$ cat src/rtl/dac_conversion.sv
// Converts an 8-bit display value to a 16-bit ADS1115-scale code once per sample period
// and shifts it MSB-first to an external DAC over SPI mode 0. Optional macro: DAC_LDAC_EN.
module dac_conversion #(
    parameter int PERIOD  = 5_000_000,
    parameter int SCALE   = 144,
    parameter int OFFSET  = 5000,
    parameter int CLK_DIV = 25
) (
    input  logic        clk,
    input  logic        reset,
    input  logic        switch,
    input  logic [7:0]  numero,
    output logic [15:0] code,
    output logic        busy,
    output logic        done,
    output logic        cs_n,
    output logic        sclk,
    output logic        mosi
`ifdef DAC_LDAC_EN
    ,
    output logic        ldac_n
`endif
);

    localparam int CW = $clog2(PERIOD + 1);
    localparam int DW = $clog2(CLK_DIV + 1);

    typedef enum logic [2:0] {IDLE, CALC, SAT, SEND, FIN, LDAC, LFIN} state_t;

    state_t       state, nxt;
    logic [CW-1:0] cnt;
    logic          tick;
    logic [7:0]    op;
    logic          mode;
    logic [23:0]   acc;
    logic [2:0]    it;
    logic [15:0]   shreg;
    logic [DW-1:0] div_cnt;
    logic          div_end;
    logic [4:0]    bit_cnt;
    logic          hi;
    logic [23:0]   addend;
    logic [23:0]   sum;
    logic [15:0]   new_code;

    assign tick    = (cnt == CW'(PERIOD - 1));
    assign div_end = (div_cnt == DW'(CLK_DIV - 1));
    assign addend  = 24'(SCALE) << it;
    assign sum     = acc + 24'(OFFSET);
    assign new_code = mode ? {1'b0, op, 7'b0}
                           : ((sum > 24'h007FFF) ? 16'h7FFF : sum[15:0]);

    // Free-running period counter; ticks while busy are simply lost.
    always_ff @(posedge clk) begin
        if (reset || tick) cnt <= '0;
        else               cnt <= cnt + 1'b1;
    end

    always_ff @(posedge clk) begin
        if (reset) state <= IDLE;
        else       state <= nxt;
    end

    always_comb begin
        nxt = state;
        case (state)
            IDLE: if (tick) nxt = CALC;
            CALC: if (it == 3'd7) nxt = SAT;
            SAT:  nxt = SEND;
            SEND: if (bit_cnt == 5'd16 && div_end) nxt = FIN;
`ifdef DAC_LDAC_EN
            FIN:  nxt = LDAC;
            LDAC: if (div_end) nxt = LFIN;
            LFIN: nxt = IDLE;
`else
            FIN:  nxt = IDLE;
`endif
            default: nxt = IDLE;
        endcase
    end

    always_ff @(posedge clk) begin
        if (reset) begin
            code    <= '0;
            op      <= '0;
            mode    <= 1'b0;
            acc     <= '0;
            it      <= '0;
            shreg   <= '0;
            div_cnt <= '0;
            bit_cnt <= '0;
            hi      <= 1'b0;
        end else begin
            case (state)
                IDLE: if (tick) begin
                    op   <= numero;
                    mode <= switch;
                    acc  <= '0;
                    it   <= '0;
                end
                CALC: begin
                    if (op[it]) acc <= acc + addend;
                    it <= it + 1'b1;
                end
                SAT: begin
                    code    <= new_code;
                    shreg   <= new_code;
                    div_cnt <= '0;
                    bit_cnt <= '0;
                    hi      <= 1'b0;
                end
                SEND: begin
                    if (div_end) begin
                        div_cnt <= '0;
                        // Shift on the falling edge so mosi is stable for the rising edge.
                        if (bit_cnt != 5'd16) begin
                            if (!hi) begin
                                hi <= 1'b1;
                            end else begin
                                hi      <= 1'b0;
                                bit_cnt <= bit_cnt + 1'b1;
                                shreg   <= {shreg[14:0], 1'b0};
                            end
                        end
                    end else begin
                        div_cnt <= div_cnt + 1'b1;
                    end
                end
                FIN:  div_cnt <= '0;
                LDAC: div_cnt <= div_end ? '0 : div_cnt + 1'b1;
                default: ;
            endcase
        end
    end

    always_comb begin
        busy = (state != IDLE);
        cs_n = (state != SEND);
        sclk = (state == SEND) && hi;
        mosi = (state == SEND) && shreg[15];
`ifdef DAC_LDAC_EN
        done   = (state == LFIN);
        ldac_n = (state != LDAC);
`else
        done   = (state == FIN);
`endif
    end

endmodule

$ cat config.mk
export PLATFORM = sky130hd
export DESIGN_NAME = dac_conversion
export DESIGN_NICKNAME = d
export VERILOG_FILES = /design/src/rtl/dac_conversion.sv
export SDC_FILE = /design/constraint.sdc
export NUM_CORES = 1
export LEC_CHECK = 0
export CAP_MARGIN = 15
export CORE_MARGIN = 2
export CORE_UTILIZATION = 46
export CTS_BUF_LIST = sky130_fd_sc_hd__clkbuf_4 sky130_fd_sc_hd__clkbuf_8
export CTS_CLUSTER_DIAMETER = 40
export DETAILED_ROUTE_END_ITERATION = 8
export DONT_BUFFER_PORTS = 1
export GPL_TIMING_DRIVEN = 0
export PLACE_DENSITY = 0.67
export SYNTH_ARGS = -nofsm -noshare
export SYNTH_HDL_FRONTEND = slang
export SYNTH_SLANG_ARGS = --single-unit
$ cat constraint.sdc
create_clock -name clk -period 5.1 [get_ports clk]
set_input_delay 1.53 -clock clk [delete_from_list [all_inputs] [get_ports clk]]
set_output_delay 1.53 -clock clk [all_outputs]
set_load 0.02 [all_outputs]
==> metrics.md <==
| Metric | Value |
|---|---|
| Initial antenna violation count | 0 |
| Setup repair after global routing missed its margin | false |
| Synthesized netlist cell count | 644 |
| Setup CP Type | reg -> out |
| Area delta synth->final | 7.09% |
| Core box area | 0.0113 mm^2 |
| Startpoint types | register |
| Post-Route Utilization | 50.0% |
| Max Transition Viols Final | 0 |
| Dpl hpwl | 9.51 mm |
| FMAX | 275 MHz |
| Setup violations, final | 0 |
| Power Dens Cells | 231 mW/mm^2 |
| Final Skew | 0.0113 ns |
| CTS tree | built |
| Total grt overflow | 0 |
| MaxCap Viol Count | 0 |
| Wirelength, routed | 12.8 mm |
| Post-CTS Hold Buffers | 0 |
| Pre-antenna DRT Iters | 4 |
| Async S/R FF share, synth | 0% |
| Final cycle utilization of the critical path | 71.4% |
| Pwr Total | 1.30 mW |
| Crit path time final | 3.64 ns |
| Run status | completed |
| Cell Area, Synth | 0.00526 mm^2 |
| Tightest Pin Transition | 0.955 ns |
| Maximum vdd drop | 0.138 mV |
| Post-CTS Setup Bufs | 0 |
| Starting Density | 46.7% |
| Share of post-route cells with drive strength above 1 | 7.12% |
| Drt wl/cell | 15.9 um |
| Clk sinks | 99 |
| CTS buffer count | 9 |
| Row count | 39 |
| Req. time, crit path | 3.57 ns |
| Worst hold margin | 0.448 ns |
| Final Hold Viols | 0 |
| Worst min path class | reg -> reg |
| Sequential-to-total area share from yosys stat | 37.7% |
| Static Leak | 2.05 nW |
| DRT iter0 DRCs | 348 |
| Register clock-pin slew on the reported worst setup and hold paths | 0.09 ns |
| Port bufs | 0 |
| Antenna Nets Post-Route | 0 |
| Vias per inst | 5.85 |
| Worst-Skew Late Latency | 0.38 ns |
| Setup crit end kind | primary output |
| Vias | 4701 |
| Post-CTS sizing | 0 |
| CTS root buf | clkbuf_8 |
| Die ar. | 0.0123 mm^2 |
| Die Y | 111 um |
| GP Congestion | 0.887 |
| Max-slew headroom | 34.7% |
| Setup TNS | 0 ns |
| Largest net degree at the start of global routing | 16 |
| DRC Markers | 0 |
| Number of enable flip-flop cells after synthesis | 0 |
| I/O pins | 32 |
| Worst Path Arrival | 2.11 ns |
| CP Max Fanout | 10 |
| Syn Nets | 677 |
| Vias in the first global route | 4386 |
| CTS H-tree depth | 3 |
| Fin nets | 688 |
| Library cells used by synthesis | 69 |
| Syn_area_per_cell | 8.17 um^2 |
| Clock Tree Buf Depth | 2 |
| Die W | 111 um |
| Total track usage | 21.0% |
| First-pass GRT wire length | 21.1 mm |
| Number of synthesized register bits | 99 |
| Top_reg_cell synth | dfxtp_1 |
| ANT cells | 0 |
| Yosys warns | 0 |
## cell usage in the layout, fill, tap and decap left out, types with 4 or more instances in the layout
cell type,n
and3_1,14
nand3_1,27
and2_1,9
ha_1,21
a22oi_1,10
inv_1,17
a21o_1,4
xnor2_1,18
o22ai_1,4
clkbuf_1,21
or3_1,8
a21oi_1,45
a2111oi_0,6
buf_2,6
a31oi_1,16
dfxtp_1,99
clkbuf_8,12
o31ai_1,4
nor2b_1,4
or4_1,7
nand2_1,81
o211ai_1,5
o21a_1,8
nor3_1,14
xor2_1,22
nor2_1,73
a211oi_1,4
o21ai_0,27
nand4_1,10
## registers in the layout, indices dropped and copies added (netlist names)
register / flops
hi: 1
cnt: 23
shreg: 16
mode: 1
acc: 20
it: 3
div_cnt: 5
op: 8
bit_cnt: 5
state: 3
code: 14
## path summary, 6_finish.rpt
kind	start	to	slack (ns)	cells past startpoint
max	state[2]	sclk	1.46	5
min	cnt[0]	cnt[0]	0.45	1
max reg2reg	it[0]	acc[18]	1.90	11
min reg2reg	cnt[0]	cnt[0]	0.45	1
## metrics by stage
stage	setup WS, ns	std cells	cell area, um^2
final	1.46	803	5640
after CTS	1.45	803	5640
after floorplan	2.22	644	5260
after detailed placement	1.85	787	5440
after global placement	1.87	787	5440
after global routing	1.37	803	5640
## worst max-delay path: stages (launching register included)
cell	delay, ns
dfxtp_1	0.33
buf_2	0.17
and3b_1	0.21
clkbuf_1	0.31
clkbuf_1	0.39
and2_1	0.31
## cells in the mapped netlist (all sizes together) (2+ instances only)
cell type / instances / area (um^2)
a2111oi: 7 / 67.6
a211oi: 4 / 30.0
a21o: 4 / 30.0
a21oi: 46 / 234
a22oi: 10 / 75.1
a31oi: 16 / 100
a41oi: 2 / 17.5
and2: 9 / 56.3
and3: 14 / 87.6
and4: 3 / 26.3
buf: 11 / 67.6
clkbuf: 21 / 78.8
dfxtp: 99 / 1980
ha: 21 / 263
inv: 17 / 63.8
mux2i: 2 / 23.8
mux4: 2 / 45.0
nand2: 82 / 315
nand2b: 2 / 12.5
nand3: 29 / 155
nand4: 10 / 62.6
nand4b: 2 / 17.5
nand4bb: 2 / 22.5
nor2: 75 / 287
nor2b: 4 / 25.0
nor3: 14 / 70.1
nor3b: 3 / 22.5
nor4: 2 / 12.5
nor4bb: 2 / 20.0
o211ai: 7 / 62.6
o21a: 8 / 60.1
o21ai: 28 / 151
o22ai: 4 / 25.0
o31ai: 4 / 30.0
or2: 3 / 18.8
or3: 8 / 50.1
or4: 9 / 75.1
xnor2: 18 / 158
xor2: 22 / 193
## report_power, final
part           internal, mW  leakage [nW]  switching [mW]
clock network         0.223        0.0991           0.275
registers             0.774         0.798         0.00159
logic               0.00538          1.15          0.0196
## area by class of cell
type / instances / area (um^2)
Fill cell: 1071 / 5640
Inverter: 18 / 67.6
Clock inverter: 3 / 21.3
Clock buffer: 13 / 173
Multi-Input combinational cell: 495 / 3070
Sequential cell: 99 / 1980
Buffer: 32 / 146
Tap cell: 143 / 179
## kinds of logic (layout without fill, tap and decap cells)
logic type               count (synthesis)  after routing  share of synthesized area [%]
AND/OR/NAND/NOR                        278            278                           26.3
AO/OA/AOI/OAI                          150            150                           18.5
flip-flops                              99             99                           37.7
buffers and inverters                   50             66                           4.07
XOR/XNOR                                40             40                           6.66
adder cells (fa/ha/maj)                 22             22                           5.37
multiplexers                             5              5                           1.52
## per-layer routing
layer	part of all wire, %	global-route usage (%)
met4	2.5	9.42
met3	4.3	3.55
met2	48	34.4
met1	45	27.2
met5	0	0
Note: power is estimated with default switching activity, not from simulation.
